===== src/rtl/pipe_mem_arbiter.sv =====
// Arbiter that shares one single-port memory between the fetch and data ports of a pipelined CPU.
// Optional feature: define PIPE_MEM_ARB_RR_EN for round-robin arbitration (default is fixed data priority).
module pipe_mem_arbiter #(
  parameter int LAT = 2
) (
  input  logic        clock,
  input  logic        resetn,
  input  logic        ireq,
  input  logic [31:0] iaddr,
  output logic [31:0] irdata,
  output logic        ivalid,
  output logic        istall,
  input  logic        dreq,
  input  logic        dwe,
  input  logic [31:0] daddr,
  input  logic [31:0] dwdata,
  output logic [31:0] drdata,
  output logic        dvalid,
  output logic        dstall,
  output logic        mem_en,
  output logic        mem_we,
  output logic [31:0] mem_addr,
  output logic [31:0] mem_wdata,
  input  logic [31:0] mem_rdata
);

  typedef enum logic [1:0] {IDLE, ISSUE, WAIT, DONE} state_t;

  localparam logic [2:0] LAT_C = 3'(LAT);

  state_t      state, state_nxt;
  logic [2:0]  cnt;
  logic        gnt_d;
  logic        we_r;
  logic        grant;
  logic        grant_d;
  logic        pick_d;

`ifdef PIPE_MEM_ARB_RR_EN
  logic last_d;

  // Under contention the port that was not granted last wins.
  assign pick_d = dreq & ~(ireq & last_d);

  always_ff @(posedge clock or negedge resetn) begin
    if (!resetn)
      last_d <= 1'b0;
    else if (grant)
      last_d <= grant_d;
  end
`else
  assign pick_d = dreq;
`endif

  always_ff @(posedge clock or negedge resetn) begin
    if (!resetn)
      state <= IDLE;
    else
      state <= state_nxt;
  end

  always_comb begin
    state_nxt = state;
    grant     = 1'b0;
    grant_d   = gnt_d;
    case (state)
      IDLE: begin
        if (ireq | dreq) begin
          grant     = 1'b1;
          grant_d   = pick_d;
          state_nxt = ISSUE;
        end
      end
      ISSUE: state_nxt = (gnt_d & we_r) ? DONE : WAIT;
      WAIT: begin
        if (cnt == 3'd1)
          state_nxt = DONE;
      end
      DONE: begin
        // The port being acknowledged still holds its request; only the other may be granted.
        if (gnt_d ? ireq : dreq) begin
          grant     = 1'b1;
          grant_d   = ~gnt_d;
          state_nxt = ISSUE;
        end else begin
          state_nxt = IDLE;
        end
      end
      default: state_nxt = IDLE;
    endcase
  end

  always_ff @(posedge clock or negedge resetn) begin
    if (!resetn) begin
      cnt       <= 3'd0;
      gnt_d     <= 1'b0;
      we_r      <= 1'b0;
      mem_addr  <= 32'd0;
      mem_wdata <= 32'd0;
      irdata    <= 32'd0;
      drdata    <= 32'd0;
    end else begin
      if (grant) begin
        gnt_d <= grant_d;
        if (grant_d) begin
          we_r      <= dwe;
          mem_addr  <= daddr;
          mem_wdata <= dwdata;
        end else begin
          we_r     <= 1'b0;
          mem_addr <= iaddr;
        end
      end
      if (state == ISSUE && !(gnt_d && we_r))
        cnt <= LAT_C;
      else if (state == WAIT)
        cnt <= cnt - 3'd1;
      if (state == WAIT && cnt == 3'd1) begin
        if (gnt_d)
          drdata <= mem_rdata;
        else
          irdata <= mem_rdata;
      end
    end
  end

  // Strobes decode the state directly so an asynchronous reset drops them at once.
  assign mem_en = (state == ISSUE);
  assign mem_we = (state == ISSUE) & gnt_d & we_r;
  assign ivalid = (state == DONE) & ~gnt_d;
  assign dvalid = (state == DONE) & gnt_d;
  assign istall = ireq & ~ivalid;
  assign dstall = dreq & ~dvalid;

endmodule


===== config.mk =====
export PLATFORM = sky130hd
export DESIGN_NAME = pipe_mem_arbiter
export DESIGN_NICKNAME = d
export VERILOG_FILES = /design/src/rtl/pipe_mem_arbiter.sv
export SDC_FILE = /design/constraint.sdc
export NUM_CORES = 1
export LEC_CHECK = 0
export CAP_MARGIN = 20
export CORE_MARGIN = 3
export CORE_UTILIZATION = 41
export CTS_CLUSTER_SIZE = 10
export DETAILED_ROUTE_END_ITERATION = 10
export GPL_TIMING_DRIVEN = 0
export PLACE_DENSITY = 0.82
export SLEW_MARGIN = 20
export SYNTH_ARGS = -nofsm -noshare
export SYNTH_HDL_FRONTEND = slang
export SYNTH_SLANG_ARGS = --single-unit

===== constraint.sdc =====
create_clock -name clock -period 2.5 [get_ports clock]
set_input_delay 0.625 -clock clock [delete_from_list [all_inputs] [get_ports clock]]
set_output_delay 0.625 -clock clock [all_outputs]
set_load 0.005 [all_outputs]

==> results of run 1 <==
## final timing paths
| path | depth (start not counted) | slack, ps | to |
|---|---|---|---|
| setup / recovery | 4 | 60 | mem_en |
| hold reg to reg | 1 | 500 | drdata[1] |
| min in group clock | 1 | 500 | drdata[1] |
| max in group asynchronous | 2 | 1680 | mem_addr[16] |
| hold / removal | 1 | 70 | irdata[28] |
| setup reg to reg | 8 | 100 | irdata[10] |
## layout by cell type (no fill, tap or decap), types with 2 or more instances in the layout
cell                                n
sky130_fd_sc_hd__a21oi_1           32
sky130_fd_sc_hd__a31oi_1           32
sky130_fd_sc_hd__and3_1             2
sky130_fd_sc_hd__buf_2             13
sky130_fd_sc_hd__buf_4              6
sky130_fd_sc_hd__buf_6              2
sky130_fd_sc_hd__clkbuf_1          14
sky130_fd_sc_hd__clkbuf_16         17
sky130_fd_sc_hd__clkbuf_2           4
sky130_fd_sc_hd__clkbuf_8           4
sky130_fd_sc_hd__clkdlybuf4s50_1  261
sky130_fd_sc_hd__clkinv_2           4
sky130_fd_sc_hd__clkinvlp_4         3
sky130_fd_sc_hd__dfrtp_1          135
sky130_fd_sc_hd__dlygate4sd2_1      2
sky130_fd_sc_hd__dlymetal6s2s_1     2
sky130_fd_sc_hd__ha_1               4
sky130_fd_sc_hd__inv_1              5
sky130_fd_sc_hd__mux2_2            96
sky130_fd_sc_hd__nand2_1            4
sky130_fd_sc_hd__nand2b_1           3
sky130_fd_sc_hd__nand3_1           32
sky130_fd_sc_hd__nor2_1             5
sky130_fd_sc_hd__nor2b_1            3
sky130_fd_sc_hd__o21ai_0           36
## state kept, by name, indices dropped and copies added, names as in the netlist, named ones only
signal and flops:
cnt 3, drdata 32, irdata 32, mem_addr 32
mem_wdata 32, state 2, we_r 1
## where the power goes
group          switching (µW)  total (µW)  internal, µW
Sequential                615        3870          3250
Combinational            2550        5910          3360
Clock                     874        2330          1460
## metal layers
layer  vias to the layer above  wire length, µm
met4                         0              325
li1                       2198                -
met5                         -                0
met1                      2291             5960
met2                       234             8790
met3                        25             1660
## what timing repair did
| action | CTS | global route |
|---|---|---|
| setup endpoints to repair | 3 | 26 |
| gates resized for setup | 6 | 12 |
| setup buffers | 2 | 1 |
## per-stage QoR
| stage | setup WS (ps) | area, µm² | power, µW |
|---|---|---|---|
| floorplan | 707 | 5680 | 6540 |
| global placement | -4270 | 8570 | 9440 |
| detailed placement | -140 | 8600 | 9680 |
| CTS | -8.31 | 9180 | 12100 |
| global route | -4.85 | 9220 | 12900 |
| finish | 61.1 | 9220 | 12100 |
## layout make-up
| cell class | instances | area, µm² |
|---|---|---|
| clock inverters | 8 | 72.6 |
| clock buffers | 23 | 488 |
| repair buffers | 270 | 2720 |
| plain buffers | 34 | 175 |
| inverters | 6 | 22.5 |
| flip-flops and latches | 135 | 3380 |
| well taps | 176 | 220 |
| fillers | 957 | 4180 |
| multi-input cells | 271 | 2150 |
## kinds of logic (layout without fill, tap and decap cells)
family                   count (synthesis)  after routing  share of synthesized area, %
buffers and inverters                   40            341                          3.39
XOR/XNOR                                 2              2                         0.308
multiplexers                            98             98                          19.5
adder cells (fa/ha/maj)                  6              6                          1.32
flip-flops                             135            135                          59.4
AO/OA/AOI/OAI                          108            108                          10.7
AND/OR/NAND/NOR                         57             57                          5.26
## critical path, stage by stage, from the launching register on
cell and delay, ps:
sky130_fd_sc_hd__dfrtp_1 420, sky130_fd_sc_hd__buf_4 150, sky130_fd_sc_hd__inv_1 100, sky130_fd_sc_hd__ha_2 210, sky130_fd_sc_hd__clkdlybuf4s50_1 530
==> flow_summary.json, run 1 <==
{
  "post_synth_main_area_contributors": "sky130_fd_sc_hd__dfrtp_1 (59%), sky130_fd_sc_hd__mux2_2 (19%), sky130_fd_sc_hd__a31oi_1 (3.5%)",
  "finalHoldViolations": 0,
  "globalplace.congestion": 0.854,
  "post-route-drc-count": 0,
  "clock_tree.buffer_depth": 2,
  "design.core.area_um2": 13400,
  "cts_htree_levels": 4,
  "ys_warn_count": 0,
  "drt-pass1-iter-count": 5,
  "critical_path_peak_fanout": 3,
  "die_area_um2": 15300,
  "synth_cell_type_count": 35,
  "clock_latency_ps": 410,
  "cts.hold.buffers_added": 0,
  "num_vias": 4748,
  "slew_headroom_pct": 67.1,
  "finish.cell_count_without_fillers": 923,
  "largest_area_contributor_in_the_netlist": "sky130_fd_sc_hd__dfrtp_1",
  "setup.worst_path.start": "state[1]",
  "post_synth_most_frequent_cells": "sky130_fd_sc_hd__dfrtp_1 (135), sky130_fd_sc_hd__mux2_2 (96), sky130_fd_sc_hd__o21ai_0 (36), sky130_fd_sc_hd__a21oi_1 (33)",
  "io_pins": 267,
  "detail_route.wirelength_mm": 16.7,
  "edff_count_synth": 0,
  "fin_tns_setup_ps": 0,
  "synth.yosys.seq_area_share_pct": 59.4,
  "grt_remaining_overflow": 0,
  "antenna_cells_inserted": 0,
  "outcome": "complete, no violations",
  "criticalPathCategory": "reg2out",
  "dp_hpwl_mm": 12.6,
  "regToRegStartpoint": "state[0]",
  "critical_path.startpoint_type": "flop",
  "final_core_occ_pct": 68.8,
  "leakage_uw": 0.00388,
  "worstSetupEndpointType": "primary output",
  "cts.reportedPaths.clkPinSlew_ps": 50,
  "drt-vias-per-instance": 5.14,
  "grt_busiest_layer": "met2",
  "die_height_um": 124,
  "dpl.cell_count": 889,
  "use_met2_pct": 39.1,
  "setup-violations-final": 0,
  "power_density_nw_per_um2": 1310,
  "cts_inserted_buffers": 17,
  "synth_async_sr_flop_share_pct": 100,
  "gr-usage-met1_pct": 22.3,
  "row_count": 42,
  "highest_ir_drop_seen_on_vdd_v": 0.000913,
  "detail_route.wl_per_cell_um": 18.1,
  "finalNetCount": 874,
  "worst-slew-pin-transition_ps": 494,
  "syn-cell-area_um2": 5680,
  "grt_antenna_before_repair": 0,
  "grt_use_met3_pct": 8.54,
  "synth.most_common_cell": "sky130_fd_sc_hd__dfrtp_1",
  "detail_route.iter0.violations": 199,
  "synth_top_area_share_pct": 59.4,
  "initial_utilization_pct": 42.4,
  "finClkSkew_ps": 7.71,
  "clock_sink_count": 135,
  "hold_ws_ps": 73.6,
  "final-max-slew-violation-count": 0,
  "portBuffers": 266,
  "cts_root_buffer": "sky130_fd_sc_hd__clkbuf_16",
  "grt_max_degree": 103,
  "area_growth_pct": 62.3,
  "dieWidth_um": 124,
  "mappedNetlistNets": 585,
  "timing.critical_path.required_ps": 1880,
  "vias_in_the_first_global_route": 4935,
  "worst_ep_arrival_time_ps": 1810,
  "timing.hold.worst.class": "in2async",
  "timing.final.crit_share_pct": 97.6,
  "postSynthRegisterBits": 135,
  "drv.max_cap_violation_count": 0,
  "ant_nets": 0,
  "first_pass_grt_wire_length_mm": 25.1,
  "grtUsageTotal_pct": 21.6,
  "synth_area_per_cell_um2": 12.7,
  "timing.final.crit_period_ps": 2440,
  "post_route_cells_drive_above_1_share_pct": 22.1,
  "ys_dominant_reg_cell": "sky130_fd_sc_hd__dfrtp_1",
  "cts_tree": "done",
  "synthCells": 446,
  "fmaxAchievable_mhz": 410
}
Power figures use the tool's default switching activity.
==> run 2: changes to the inputs <==
- CORE_UTILIZATION: 41 -> 54
- DONT_BUFFER_PORTS: not set -> 1
- PLACE_DENSITY: 0.82 -> 0.71
==> flow_summary.json, run 2 (same netlist as run 1, synthesis figures left out) <==
{
  "finalNetCount": 604,
  "hold_ws_ps": -183,
  "initial_utilization_pct": 56.8,
  "die_area_um2": 11800,
  "gr-usage-met1_pct": 24.0,
  "multiInputGateArea_um2": 2110,
  "slew_headroom_pct": 57.2,
  "register_area_um2": 3380,
  "dp_hpwl_mm": 10.1,
  "power_density_nw_per_um2": 1520,
  "fin_tns_setup_ps": 0,
  "ff2ff_setup_slack_ps": 230,
  "timing.hold.worst.class": "in2async",
  "grt_antenna_before_repair": 0,
  "final_common_cell": "sky130_fd_sc_hd__dfrtp_1",
  "violated_checks": "hold timing",
  "worstSetupEndpointType": "primary output",
  "globalplace.congestion": 0.842,
  "cts_root_buffer": "sky130_fd_sc_hd__clkbuf_8",
  "proportion_of_total_power_due_to_net_switching_pct": 37.3,
  "finalHoldViolations": 135,
  "finClkSkew_ps": 13.4,
  "fmaxAchievable_mhz": 441,
  "leakage_uw": 0.00278,
  "mostFrequentLayoutCells": "sky130_fd_sc_hd__dfrtp_1 (135), sky130_fd_sc_hd__mux2_2 (96), sky130_fd_sc_hd__o21ai_0 (36)",
  "detail_route.wl_per_cell_um": 21.8,
  "drv.max_cap_violation_count": 0,
  "final_area_um2": 6420,
  "intPower_uw": 6130,
  "cts_repair_resize_count": 0,
  "timing.critical_path.required_ps": 1880,
  "antenna_cells_inserted": 0,
  "grt_max_degree": 136,
  "clock_sink_count": 135,
  "power.share.sequential_pct": 42.6,
  "use_met2_pct": 38.7,
  "cts_inserted_buffers": 17,
  "criticalPathCategory": "reg2out",
  "vias_in_the_first_global_route": 3742,
  "grt_remaining_overflow": 0,
  "die_height_um": 109,
  "power.share.clock_pct": 24.1,
  "post-route-drc-count": 0,
  "drt-pass1-iter-count": 4,
  "portBuffers": 0,
  "grtUsageTotal_pct": 22.2,
  "comb_power_share_pct": 33.3,
  "clock_latency_ps": 500,
  "worst-slew-pin-transition_ps": 637,
  "highest_ir_drop_seen_on_vdd_v": 0.00134,
  "critical_path_peak_fanout": 4,
  "clock_tree.buffer_depth": 2,
  "area_growth_pct": 13.0,
  "worst_ep_arrival_time_ps": 1640,
  "final-max-slew-violation-count": 0,
  "first_pass_grt_wire_length_mm": 20.0,
  "design.core.area_um2": 10000,
  "dieWidth_um": 109,
  "detail_route.iter0.violations": 224,
  "detail_route.wirelength_mm": 13.3,
  "cts_tree": "done",
  "grt_setup_unrepaired": "false",
  "setup-violations-final": 0,
  "row_count": 36,
  "grt_busiest_layer": "met2",
  "timing.final.crit_period_ps": 2270,
  "cts_htree_levels": 4,
  "timing.final.crit_share_pct": 90.8,
  "ant_nets": 0,
  "drt-vias-per-instance": 6.04,
  "placedInstanceArea_um2": 5850,
  "outcome": "finished, violations left",
  "io_pins": 267,
  "cts.reportedPaths.clkPinSlew_ps": 60,
  "grt_use_met3_pct": 10.4,
  "nFillCells": 792,
  "num_vias": 3690,
  "cts_post_setup_buffers_inserted": 0,
  "post_route_cells_drive_above_1_share_pct": 31.8,
  "critical_path.startpoint_type": "flop",
  "p_sw_uw": 3650
}
## run 2: path summary, 6_finish.rpt
| check | depth (start not counted) | end | from |
|---|---|---|---|
| setup / recovery | 4 | istall | state[0] |
| setup reg to reg | 6 | mem_addr[26] | state[0] |
| hold / removal | 0 | drdata[10] | resetn |
| hold reg to reg | 2 | cnt[1] | cnt[1] |
| max in group asynchronous | 0 | mem_addr[12] | resetn |
| min in group clock | 1 | drdata[23] | mem_rdata[23] |
## run 2: layout make-up
type	count	area share, %
flip-flops and latches	135	52.6
multi-input cells	271	32.9
clock buffers	19	6.88
plain buffers	34	2.65
well taps	133	2.59
clock inverters	13	2.06
inverters	6	0.351
## run 2: through the flow
stage | utilization (%) | hold slack (ps) | std cells | power, µW | worst slack, ps
final | 64.2 | -183 | 611 | 9780 | 231
after global placement | 58.5 | 332 | 579 | 7300 | 367
after CTS | 64.2 | -210 | 611 | 9860 | 216
after global routing | 64.2 | -220 | 611 | 10500 | 55.2
after detailed placement | 58.5 | 332 | 579 | 7490 | 222
after floorplan | - | 329 | 446 | 6540 | 707
## run 2: power by group through the flow
stage          registers (µW)  clock network, µW  logic, µW
2_1_floorplan            3860                  0       2680
3_3_place_gp             4180                  0       3120
3_5_place_dp             4210                  0       3280
4_1_cts                  4190               2400       3270
5_1_grt                  4300               2510       3680
6_report                 4160               2360       3260
## run 2: layer usage
layer	up-vias	routed length, µm
met5	-	0
met4	0	200
met1	1828	4560
met3	17	1660
li1	1648	-
met2	197	6930
## run 2: worst max-delay path, cell delays in order (launching register included)
cell,delay (ps)
sky130_fd_sc_hd__dfrtp_1,410
sky130_fd_sc_hd__ha_1,230
sky130_fd_sc_hd__inv_1,110
sky130_fd_sc_hd__nor2_1,290
sky130_fd_sc_hd__nor2b_1,110
==> run 3: changes to the inputs <==
- GPL_TIMING_DRIVEN: 0 -> not set
- PLACE_DENSITY: 0.71 -> 0.74
- SETUP_SLACK_MARGIN: not set -> 0.02
- clock period: 2.5 -> 2.05 ns (I/O delays scaled with it)
==> flow_summary.json, run 3 (same netlist as run 1, synthesis figures left out) <==
{
  "finalHoldViolations": 135,
  "first_pass_grt_wire_length_mm": 19.9,
  "setup-violations-final": 0,
  "fin_tns_setup_ps": 0,
  "proportion_of_total_power_due_to_net_switching_pct": 35.8,
  "hold_ws_ps": -302,
  "leakage_uw": 0.00280,
  "portBuffers": 0,
  "dieWidth_um": 109,
  "die_area_um2": 11800,
  "grt_antenna_before_repair": 0,
  "outcome": "finished, violations left",
  "power.share.clock_pct": 25.4,
  "cts_root_buffer": "sky130_fd_sc_hd__clkbuf_8",
  "mostFrequentLayoutCells": "sky130_fd_sc_hd__dfrtp_1 (132), sky130_fd_sc_hd__mux2_2 (96), sky130_fd_sc_hd__o21ai_0 (36)",
  "worst_slack_at_placement_ps": 92.1,
  "clock_tree.buffer_depth": 2,
  "detail_route.wirelength_mm": 13.3,
  "power_density_nw_per_um2": 1900,
  "antenna_cells_inserted": 0,
  "nFillCells": 739,
  "finalNetCount": 582,
  "die_height_um": 109,
  "final-max-slew-violation-count": 0,
  "total_power_draw_uw": 12400,
  "critical_path.startpoint_type": "flop",
  "timing.critical_path.required_ps": 1540,
  "highest_ir_drop_seen_on_vdd_v": 0.00103,
  "design.core.area_um2": 10000,
  "worst-slew-pin-transition_ps": 342,
  "grtUsageTotal_pct": 22.2,
  "comb_power_share_pct": 33.6,
  "dp_hpwl_mm": 9.54,
  "area_growth_pct": 15.0,
  "intPower_uw": 7990,
  "power.share.sequential_pct": 41.1,
  "drt-pass1-iter-count": 4,
  "setup_slack_ps": 86.3,
  "ant_nets": 0,
  "slew_headroom_pct": 77.2,
  "vias_in_the_first_global_route": 3792,
  "detail_route.wl_per_cell_um": 22.7,
  "clock_latency_ps": 510,
  "cts_tree": "done",
  "drv.max_cap_violation_count": 0,
  "grt_max_degree": 136,
  "timing.final.crit_share_pct": 95.8,
  "post_route_cells_drive_above_1_share_pct": 35.2,
  "row_count": 36,
  "globalplace.congestion": 0.831,
  "finClkSkew_ps": 9.74,
  "initial_utilization_pct": 56.8,
  "grt_remaining_overflow": 0,
  "final_common_cell": "sky130_fd_sc_hd__dfrtp_1",
  "detail_route.iter0.violations": 305,
  "criticalPathCategory": "reg2out",
  "timing.hold.worst.class": "in2async",
  "grt_setup_unrepaired": "false",
  "worstSetupEndpointType": "primary output",
  "critical_path_peak_fanout": 3,
  "fmaxAchievable_mhz": 509,
  "cts_inserted_buffers": 17,
  "io_pins": 267,
  "num_vias": 3623,
  "violated_checks": "hold timing",
  "clock_sink_count": 135,
  "post-route-drc-count": 0,
  "p_sw_uw": 4450,
  "worst_ep_arrival_time_ps": 1450,
  "timing.final.crit_period_ps": 1960,
  "cts.reportedPaths.clkPinSlew_ps": 60,
  "drt-vias-per-instance": 6.17,
  "cts_htree_levels": 4
}
run 3: cell types whose count changed in the layout (fill, tap and decap cells not counted), moves of 3 or more:
cell	before	now
sky130_fd_sc_hd__inv_6	5	1
sky130_fd_sc_hd__ha_1	6	3
sky130_fd_sc_hd__dfrtp_2	0	3
sky130_fd_sc_hd__buf_2	13	0
sky130_fd_sc_hd__dfrtp_1	135	132
sky130_fd_sc_hd__clkbuf_1	13	1
sky130_fd_sc_hd__buf_1	3	0
sky130_fd_sc_hd__nor2b_1	3	0
sky130_fd_sc_hd__bufinv_16	1	5
sky130_fd_sc_hd__buf_12	0	5
sky130_fd_sc_hd__buf_4	3	7
run 3: area by class of cell:
| cell class | instances | area (µm²) | share of cell area, % |
|---|---|---|---|
| clock inverters | 12 | 201 | 3.08 |
| multi-input cells | 271 | 2190 | 33.5 |
| repair buffers | 12 | 153 | 2.34 |
| flip-flops and latches | 135 | 3380 | 51.7 |
| well taps | 133 | 166 | 2.55 |
| inverters | 6 | 25.0 | 0.383 |
| clock buffers | 18 | 418 | 6.39 |
run 3: power by group through the flow:
stage               sequential (µW)  clock [µW]  combinational (µW)
global route                   5270        3340                4620
detailed placement             5140           0                4100
finish                         5110        3160                4180
floorplan                      4710           0                3270
global placement               5090           0                3880
CTS                            5120        3220                4100
run 3: final timing paths:
path / depth (start not counted) / slack, ps / to / startpoint
min in group clock: 1 / 150 / drdata[7] / mem_rdata[7]
worst max register to register: 6 / 130 / mem_addr[3] / state[0]
worst max-delay path: 3 / 90 / mem_we / state[1]
max in group asynchronous: 0 / 2220 / mem_addr[27] / resetn
worst min register to register: 1 / 530 / irdata[0] / irdata[0]
worst min-delay path: 0 / -300 / drdata[13] / resetn
run 3: worst max-delay path: stages (launching register included):
cell,delay (ps)
sky130_fd_sc_hd__dfrtp_2,440
sky130_fd_sc_hd__inv_2,80
sky130_fd_sc_hd__ha_2,210
sky130_fd_sc_hd__and3_4,220
run 3: routing by layer:
layer  up-vias  global-route usage, %  wire (µm)
met4         0                   7.84        112
met1      1791                   23.3       4540
met2       211                   39.0       6950
li1       1610                      -          -
met5         -                      0          0
met3        11                   10.1       1700
run 3: timing repair:
action                                  4_1_cts  5_1_grt
endpoints found under the setup margin        4       41
setup buffers                                 0        0
endpoints found under the hold margin       135      135
gates resized for setup                       5       15
run 3: metrics by stage:
stage,utilization [%],instance area (µm²),instances
global placement,58.5,5850,557
global route,65.4,6540,587
detailed placement,58.5,5850,557
finish,65.4,6540,587
floorplan,-,5680,446
CTS,64.9,6490,587
